## src/rtl/pc_fetch_unit.sv

```systemverilog
// Fetch-stage program counter with stall handling and a one-entry pending redirect buffer.
// Optional feature: define PC_MISALIGN_TRAP_EN to trap misaligned redirects to TRAP_VECTOR.
module pc_fetch_unit #(
    parameter int              XLEN         = 32,
    parameter int              STEP         = 4,
    parameter logic [XLEN-1:0] RESET_VECTOR = 32'h0000_0000,
    parameter logic [XLEN-1:0] TRAP_VECTOR  = 32'h0000_0100,
    parameter int              CNT_W        = 16
) (
    input  logic             clk,
    input  logic             rst,
    input  logic             hazard_stall,
    input  logic             icache_stall,
    input  logic             redirect_valid,
    input  logic [XLEN-1:0]  redirect_target,
    output logic [XLEN-1:0]  pc_out,
    output logic             redirect_f,
    output logic             pend_valid,
    output logic             misalign_o,
    output logic [CNT_W-1:0] fetch_count
);

    localparam logic [XLEN-1:0] STEP_V   = XLEN'(STEP);
    localparam logic [XLEN-1:0] LOW_MASK = XLEN'(STEP - 1);

    typedef enum logic {
        RUN  = 1'b0,
        PEND = 1'b1
    } state_t;

    state_t          state;
    state_t          state_next;
    logic            advance;
    logic            take_redirect;
    logic [XLEN-1:0] pend_target;
    logic [XLEN-1:0] sel_target;
    logic [XLEN-1:0] redirect_pc;
    logic [XLEN-1:0] next_pc;

    assign advance = ~(hazard_stall | icache_stall);

    // NOTE: sequential state uses non-blocking assignments so every flop samples pre-edge values.
    always_ff @(posedge clk) begin
        if (rst) state <= RUN;
        else     state <= state_next;
    end

    // NOTE: default assignment first so no path through the block leaves state_next unassigned (no latch).
    always_comb begin
        state_next = state;
        if (advance)             state_next = RUN;
        else if (redirect_valid) state_next = PEND;
    end

    always_comb begin
        pend_valid = (state == PEND);
    end

    // NOTE: the pending target is not reset; it is only ever consumed while pend_valid is set.
    always_ff @(posedge clk) begin
        if (!advance && redirect_valid) pend_target <= redirect_target;
    end

    assign take_redirect = redirect_valid | pend_valid;
    assign sel_target    = redirect_valid ? redirect_target : pend_target;

`ifdef PC_MISALIGN_TRAP_EN
    logic redirect_mis;

    always_comb begin
        redirect_mis = |(sel_target & LOW_MASK);
        redirect_pc  = redirect_mis ? TRAP_VECTOR : sel_target;
    end

    always_ff @(posedge clk) begin
        if (rst)          misalign_o <= 1'b0;
        else if (advance) misalign_o <= take_redirect & redirect_mis;
    end
`else
    assign redirect_pc = sel_target & ~LOW_MASK;
    assign misalign_o  = 1'b0;
`endif

    // Sequential fetch wraps modulo 2^XLEN through the natural adder overflow.
    assign next_pc = take_redirect ? redirect_pc : pc_out + STEP_V;

    always_ff @(posedge clk) begin
        if (rst) begin
            pc_out      <= RESET_VECTOR;
            redirect_f  <= 1'b0;
            fetch_count <= '0;
        end else if (advance) begin
            pc_out      <= next_pc;
            redirect_f  <= take_redirect;
            fetch_count <= fetch_count + CNT_W'(1);
        end
    end

endmodule

```

## config.mk

```make
export PLATFORM = sky130hd
export DESIGN_NAME = pc_fetch_unit
export DESIGN_NICKNAME = d
export VERILOG_FILES = /design/src/rtl/pc_fetch_unit.sv
export SDC_FILE = /design/constraint.sdc
export NUM_CORES = 1
export LEC_CHECK = 0
export CORE_MARGIN = 1
export CORE_UTILIZATION = 35
export DETAILED_ROUTE_END_ITERATION = 8
export GPL_ROUTABILITY_DRIVEN = 0
export SLEW_MARGIN = 20
export SYNTH_ARGS = -nofsm -noshare
export SYNTH_HDL_FRONTEND = slang
export SYNTH_SLANG_ARGS = --single-unit
```

## constraint.sdc

```tcl
create_clock -name clk -period 2.58 [get_ports clk]
set_input_delay 0.258 -clock clk [delete_from_list [all_inputs] [get_ports clk]]
set_output_delay 0.258 -clock clk [all_outputs]
set_load 0.01 [all_outputs]
```

==> results of run 1 <==
[metal layers]
metal / up-vias / GRT usage / routed length, um
met4: 0 / 0.0607 / 151
li1: 1721 / - / -
met2: 140 / 0.300 / 4900
met3: 11 / 0.0413 / 642
met5: - / 0 / 0
met1: 1745 / 0.285 / 5290
[synthesized netlist by cell type, types with 3 or more instances]
master,number,share of area
sky130_fd_sc_hd__a21oi_1,29,0.038
sky130_fd_sc_hd__nand4_1,11,0.018
sky130_fd_sc_hd__a221oi_1,6,0.014
sky130_fd_sc_hd__a22o_1,4,0.0091
sky130_fd_sc_hd__a22oi_1,11,0.021
sky130_fd_sc_hd__nor2_1,44,0.043
sky130_fd_sc_hd__nand3_1,17,0.022
sky130_fd_sc_hd__buf_4,3,0.0059
sky130_fd_sc_hd__o32ai_1,5,0.011
sky130_fd_sc_hd__xor2_1,8,0.018
sky130_fd_sc_hd__o21ai_0,26,0.034
sky130_fd_sc_hd__inv_1,9,0.0088
sky130_fd_sc_hd__nor2b_1,3,0.0049
sky130_fd_sc_hd__o31ai_1,5,0.0098
sky130_fd_sc_hd__mux2i_1,3,0.0078
sky130_fd_sc_hd__edfxtp_1,30,0.23
sky130_fd_sc_hd__clkbuf_1,19,0.019
sky130_fd_sc_hd__buf_1,5,0.0049
sky130_fd_sc_hd__dfxtp_1,48,0.25
sky130_fd_sc_hd__and3_1,5,0.0081
sky130_fd_sc_hd__xnor2_1,6,0.014
sky130_fd_sc_hd__a311oi_1,3,0.0068
sky130_fd_sc_hd__and4_1,3,0.0068
sky130_fd_sc_hd__o211ai_1,3,0.0059
sky130_fd_sc_hd__or3_1,4,0.0065
sky130_fd_sc_hd__nor4_1,4,0.0065
sky130_fd_sc_hd__nand4_4,3,0.017
sky130_fd_sc_hd__a31oi_1,7,0.011
sky130_fd_sc_hd__nand2_1,28,0.027
sky130_fd_sc_hd__nor3_1,13,0.017
sky130_fd_sc_hd__buf_2,4,0.0052
sky130_fd_sc_hd__o31a_1,5,0.011
[area by class of cell]
cell class,count,share of cell area
Tap cell,136,0.0335
Sequential cell,78,0.366
Inverter,9,0.00665
Multi-Input combinational cell,293,0.360
Clock inverter,6,0.00911
Timing Repair Buffer,105,0.195
Clock buffer,10,0.0293
[power by group through the flow]
| stage | combinational (mW) | clock [mW] | sequential [mW] |
|---|---|---|---|
| after global placement | 0.351 | 0 | 1.44 |
| after CTS | 0.359 | 0.949 | 1.41 |
| after floorplan | 0.168 | 0 | 1.44 |
| after global routing | 0.391 | 1.01 | 1.42 |
| after detailed placement | 0.356 | 0 | 1.44 |
| final | 0.357 | 0.919 | 1.42 |
[cell families (layout without fill, tap and decap cells)]
kind of cell / count (synthesis) / in the layout / share of synthesized area
buffers and inverters: 40 / 130 / 0.0433
xor gates and xnor gates: 14 / 14 / 0.0319
other: 1 / 3 / 0.000975
DFF: 78 / 78 / 0.484
AOI/OAI and AO/OA: 123 / 123 / 0.215
muxes: 3 / 3 / 0.00781
adders and majority gates: 2 / 2 / 0.00651
and+or+nand+nor: 148 / 148 / 0.210
[critical path: stages, from the launching register on]
cell and delay, ps:
sky130_fd_sc_hd__dfxtp_1 490, sky130_fd_sc_hd__ha_1 270, sky130_fd_sc_hd__nand2_1 100, sky130_fd_sc_hd__or4_4 470
sky130_fd_sc_hd__o31ai_1 270, sky130_fd_sc_hd__a21oi_1 100, sky130_fd_sc_hd__a311oi_1 250
[registers in the layout (all words and copies together) (netlist names)]
name and cells:
fetch_count 16, pc_out 30, pend_valid 1, pend_target 30
redirect_f 1
[path summary, 6_finish.rpt]
| path | from | endpoint |
|---|---|---|
| setup / recovery | pc_out[3]$_SDFFE_PP0P_ | pc_out[26]$_SDFFE_PP0P_ |
| setup reg to reg | pc_out[3]$_SDFFE_PP0P_ | pc_out[26]$_SDFFE_PP0P_ |
| hold / removal | redirect_f$_SDFFE_PP0P_ | redirect_f$_SDFFE_PP0P_ |
| hold reg to reg | redirect_f$_SDFFE_PP0P_ | redirect_f$_SDFFE_PP0P_ |
[through the flow]
| step | util | setup slack [ps] | std cells | hold WS, ps | area (sq um) |
|---|---|---|---|---|---|
| after floorplan | - | 334 | 411 | 357 | 3850 |
| after global placement | 0.465 | 475 | 621 | 461 | 4890 |
| after detailed placement | 0.465 | 438 | 621 | 467 | 4890 |
| after CTS | 0.484 | 547 | 637 | 478 | 5080 |
| after global routing | 0.484 | 340 | 637 | 481 | 5080 |
| final | 0.484 | 506 | 637 | 480 | 5080 |
==> summary.md, run 1 <==
| Metric | Value |
|---|---|
| Distinct cell type count after synthesis | slightly below 60 |
| Number of register bits inferred by synthesis | 78 |
| Upper clock frequency limit | around 480 MHz |
| Static leakage | roughly 1.7 nW |
| Total routing usage reported by global routing | 0.199 |
| Sequential element share of the synthesized area | 0.484 |
| Number of cells on the worst hold path | 2 |
| First drt pass iteration count | 5 |
| Root Driver | sky130_fd_sc_hd__clkbuf_8 |
| Arrival time at the worst endpoint | between 2000 and 2500 ps |
| Post-route DRC violation count | 0 |
| Number of cells traversed by the worst register-to-register path | 6 |
| Number of global-route vias before repair | around 3400 |
| Total power density per cell area | roughly 530 nW/um^2 |
| Hold bufs inserted after CTS | 0 |
| Category of the worst setup path launch point | flip-flop |
| Fraction of layout instances using a drive strength above 1 | 0.110 |
| Worst voltage drop across the vdd grid | 277 uV |
| Combinational share of power | 0.133 |
| Largest net degree at the start of global routing | 20 |
| Max_slew headroom | 0.559 |
| Sink count of the clock tree | around 80 |
| Maximum Capacitance Violations | 0 |
| Quantity of gates resized following cts | 0 |
| Synthesized netlist cell count | about 410 |
| Routed vias | ~3600 |
| Run status | complete, no violations |
| Global-route congestion overflow total | 0 |
| Critical path peak fanout | 7 |
| Num rows | 37 |
| Setup TNS after final layout | 0 ps |
| X dimension of the die | about 110 um |
| Clock tree from TritonCTS | built |
| Number of enable-type register cells in the synthesized netlist | 30 |
| Relative contribution of sequential cells to total power | 0.526 |
| Die Footprint | 11400 sq um |
| CP Capture Type | flip-flop |
| Clock group share of total power | 0.341 |
| Detailed-route wire length | around 11000 um |
| Synthesized area | about 3800 sq um |
| Most instantiated flip-flop cell in the synthesis netlist | sky130_fd_sc_hd__dfxtp_1 |
| Htree depth | 3 |
| Die outline height | 107 um |
| TritonCTS buffer count | 9 |
| Buffers added on ports | between 80 and 90 |
| Sequential cell area in the final layout | 1860 sq um |
| Worst Clk Skew | ~17 ps |
| First-pass GRT wire length | approximately 18000 um |
| Net count reported at finish | ~540 |
| First-iteration detailed-routing DRC count | 251 |
| Count of synthesis-stage warnings from yosys | 0 |
| Area Overhead vs Synth | 32.2% |
| Mean area per synthesized cell | 9.40 sq um |
| Average wire per cell in the routed design | roughly 17 um |
| Setup slack of the most critical reg-to-reg path | roughly 500 ps |
| Commonest cells after routing, fill and taps aside | 82 x sky130_fd_sc_hd__clkdlybuf4s50_1, 48 x sky130_fd_sc_hd__dfxtp_1, 42 x sky130_fd_sc_hd__nor2_1 |
| Final hold violation count | 0 |
| Post-synth ARST share | 0 |
| Net switching fraction of the power | 0.275 |
| Required time worst endpoint | 2820 ps |
| Count of filler cells inserted in the layout | around 1000 |
| Slew Limit Fails | 0 |
| Power, Total | 2.69 mW |
| Clock-pin slew on the worst setup and hold paths | about 90 ps |
| Measured slew at the worst slew-check pin | 656 ps |
| P_int | about 2 mW |
| Setup repair bufs after CTS | 0 |
| I/O pin cnt | just under 90 |
| Number of antenna violations at the first check in global routing | 0 |
| Antenna-violating nets left | 0 |
| Antenna diode count | 0 |
| Class of the tightest hold or removal check | flip-flop to flip-flop |
| Number of buffers on the longest clock path | 2 |
| Type of the worst setup path | flip-flop to flip-flop |
| Post-layout minimum cycle time | 2070 ps |
| Final HPWL from detailed placement | between 7000 and 8000 um |
| Most frequent standard cell in the layout excluding fill and tap cells | sky130_fd_sc_hd__clkdlybuf4s50_1 |
| RSZ-0062 raised after global routing | false |
| Area of the core region | 10500 sq um |
| Initial Utilization | 0.366 |
| Worst-skew pair later-pin latency | roughly 350 ps |
| Via-per-instance ratio | between 5 and 6 |
| Number of setup violations in the final report | 0 |
| Area of combinational cells with multiple inputs | about 1800 sq um |
| Final Cycle Share | 0.804 |
| Sw power | about 740 uW |
Power figures use the tool's default switching activity.
==> inputs of run 2 (changes only) <==
==> constraint.sdc (replaced) <==
create_clock -name clk -period 1.7 [get_ports clk]
set_input_delay 0.17 -clock clk [delete_from_list [all_inputs] [get_ports clk]]
set_output_delay 0.17 -clock clk [all_outputs]
set_load 0.01 [all_outputs]
==> run 2 against run 1 <==
  * The flow now finishes with violations (negative setup slack)
  * Register-to-register slack lost 550 ps
  * Clock skew down 9.1 ps
  * Critical endpoint is now pc_out[28]$_SDFFE_PP0P_
  * Final cell count increased by 9.7%
  * Clock power rose by 56%
  * Non-clock buffer count up 62
  * Worst setup slack got worse by 550 ps
  * Maximum frequency up 19%
  * Largest cell class is now multi-input combinational cells
  * Critical path depth unchanged
  * Flip-flop and latch count did not move
==> summary.md, run 2 (synthesized netlist as in run 1, its figures left out) <==
| Metric | Value |
|---|---|
| Worst voltage drop across the vdd grid | 486 uV (+75%) |
| Number of antenna violations at the first check in global routing | 0 (unchanged) |
| Slew Limit Fails | 0 (unchanged) |
| Clock-pin slew on the worst setup and hold paths | 80 ps (about the same) |
| Number of setup violations in the final report | 2 (+2) |
| Sequential cell area in the final layout | 1910 sq um (+2.4%) |
| Critical path peak fanout | 4 (-3) |
| Failing checks | negative setup slack |
| Routed vias | 3784 (+4.6%) |
| Die outline height | 107 um (unchanged) |
| Sink count of the clock tree | 78 (unchanged) |
| Final Cycle Share | 1.02 (+0.220) |
| Class of the tightest hold or removal check | input port to flip-flop |
| Htree depth | 3 (unchanged) |
| Hold bufs inserted after CTS | 0 (unchanged) |
| Final core occ | 0.552 (+0.0681) |
| First-iteration detailed-routing DRC count | 201 (-20%) |
| Post-route worst setup slack | -41.0 ps (-547 ps) |
| I/O pin cnt | 88 (unchanged) |
| Final HPWL from detailed placement | 8760 um (+11%) |
| Average wire per cell in the routed design | 17.0 um (-1.5%) |
| Number of global-route vias before repair | 3813 (+13%) |
| Run status | finished, violations left |
| Die Footprint | 11400 sq um (unchanged) |
| Category of the worst setup path launch point | flip-flop |
| P_int | 3.15 mW (+61%) |
| Most frequent standard cell in the layout excluding fill and tap cells | sky130_fd_sc_hd__clkdlybuf4s50_1 |
| DP Area | 5460 sq um (+12%) |
| Area Overhead vs Synth | 50.8% |
| Relative contribution of sequential cells to total power | 0.498 (-0.028) |
| CP Capture Type | flip-flop |
| First drt pass iteration count | 5 (unchanged) |
| Power, Total | 4.23 mW (+57%) |
| Worst Clk Skew | 7.94 ps (-9.08 ps) |
| X dimension of the die | 107 um (unchanged) |
| Area of the core region | 10500 sq um (unchanged) |
| Static leakage | 2.16 nW (+26%) |
| Leading registers by flop count | pc_out x30, pend_target x30, fetch_count x16 |
| Arrival time at the worst endpoint | 1990 ps (-330 ps) |
| Net count reported at finish | 597 (+12%) |
| Maximum Capacitance Violations | 0 (unchanged) |
| Total routing usage reported by global routing | 0.215 (+0.0163) |
| Number of cells traversed by the worst register-to-register path | 6 (unchanged) |
| Sw power | 1.08 mW (+46%) |
| Total power density per cell area | 729 nW/um^2 (+38%) |
| Cell area after layout | 5800 sq um (+14%) |
| Initial Utilization | 0.366 (unchanged) |
| Buffers added on ports | 82 (unchanged) |
| Via-per-instance ratio | 5.41 (-4.7%) |
| Count of filler cells inserted in the layout | 942 (-5.9%) |
| Num rows | 37 (unchanged) |
| Number of cells on the worst hold path | 1 (-1) |
| RSZ-0062 raised after global routing | true |
| Global-route congestion overflow total | 0 (unchanged) |
| Commonest cells after routing, fill and taps aside | 81 x sky130_fd_sc_hd__clkdlybuf4s50_1, 74 x sky130_fd_sc_hd__buf_4, 41 x sky130_fd_sc_hd__nor2_1 |
| Net switching fraction of the power | 0.256 (-0.0190) |
| TritonCTS buffer count | 9 (unchanged) |
| Antenna-violating nets left | 0 (unchanged) |
| Post-layout minimum cycle time | 1740 ps (-333 ps) |
| Worst-skew pair later-pin latency | 350 ps (about the same) |
| Antenna diode count | 0 (unchanged) |
| Clock tree from TritonCTS | built |
| Root Driver | sky130_fd_sc_hd__clkbuf_8 |
| Total instance count after detailed placement | 677 (+9.0%) |
| Upper clock frequency limit | 574 MHz (+19%) |
| Number of non-filler instances in the completed layout | 699 (+9.7%) |
| Number of buffers on the longest clock path | 2 (unchanged) |
| Post-route DRC violation count | 0 (unchanged) |
| Clock group share of total power | 0.339 (-0.002) |
| Type of the worst setup path | flip-flop to flip-flop |
| Area of combinational cells with multiple inputs | 1930 sq um (+5.4%) |
| Combinational share of power | 0.163 (+0.030) |
| Largest net degree at the start of global routing | 26 (+30%) |
| Detailed-route wire length | 11900 um (+8.1%) |
| First-pass GRT wire length | 19100 um (+8.7%) |
| Final hold violation count | 0 (unchanged) |
| Fraction of layout instances using a drive strength above 1 | 0.256 (+0.146) |
| Required time worst endpoint | 1950 ps (-870 ps) |
[run 2: cell types whose count changed in the layout (fill, tap and decap cells not counted), sizes merged]
cell and delta:
buf +62, dlymetal6s2s +1, clkinv +1, clkdlybuf4s50 -1, inv -5, clkbuf +4
[run 2: worst max-delay path, stage by stage (launching register included)]
cell	delay [ps]
sky130_fd_sc_hd__dfxtp_4	370
sky130_fd_sc_hd__nand4_4	140
sky130_fd_sc_hd__buf_6	150
sky130_fd_sc_hd__nor4_4	320
sky130_fd_sc_hd__nand4_1	150
sky130_fd_sc_hd__mux2i_1	170
sky130_fd_sc_hd__a2111oi_2	340
[run 2: final timing paths]
check                          startpoint                        to  slack (ps)
setup / recovery  pc_out[15]$_SDFFE_PP0P_   pc_out[28]$_SDFFE_PP0P_         -40
hold / removal         redirect_target[7]  pend_target[7]$_DFFE_PP_         400
setup reg to reg  pc_out[15]$_SDFFE_PP0P_   pc_out[28]$_SDFFE_PP0P_         -40
hold reg to reg   redirect_f$_SDFFE_PP0P_   redirect_f$_SDFFE_PP0P_         450
[run 2: through the flow]
| stage | TNS, ps | hold WS (ps) | setup WS, ps |
|---|---|---|---|
| after floorplan | -22.5 | 269 | -18.9 |
| after global placement | -760 | 451 | -117 |
| after detailed placement | -1610 | 448 | -205 |
| after CTS | -187 | 381 | -57.7 |
| after global routing | -339 | 390 | -106 |
| final | -44.7 | 401 | -41.0 |
[run 2: layout make-up]
class / count / share of cell area
multi-input cells: 293 / 0.332
clock inverters: 2 / 0.00173
repair buffers: 167 / 0.268
flip-flops and latches: 78 / 0.329
clock buffers: 14 / 0.0337
well taps: 136 / 0.0293
inverters: 9 / 0.00583
[run 2: power by group through the flow]
stage,registers (mW),clock network [mW],logic [mW]
after floorplan,2.18,0,0.260
after global placement,2.15,0,0.667
after detailed placement,2.15,0,0.677
after CTS,2.11,1.48,0.685
after global routing,2.12,1.55,0.750
final,2.11,1.43,0.690
[run 2: metal layers]
metal	track usage	routed length [um]
met1	0.271	5110
met2	0.362	6030
met5	0	0
met3	0.0407	568
met4	0.0881	163
[run 2: repair_timing]
action / in CTS / in global routing
endpoints found under the setup margin: 5 / 20
pin swaps: 13 / 11
setup buffers: 4 / 2
resized for setup: 8 / 19
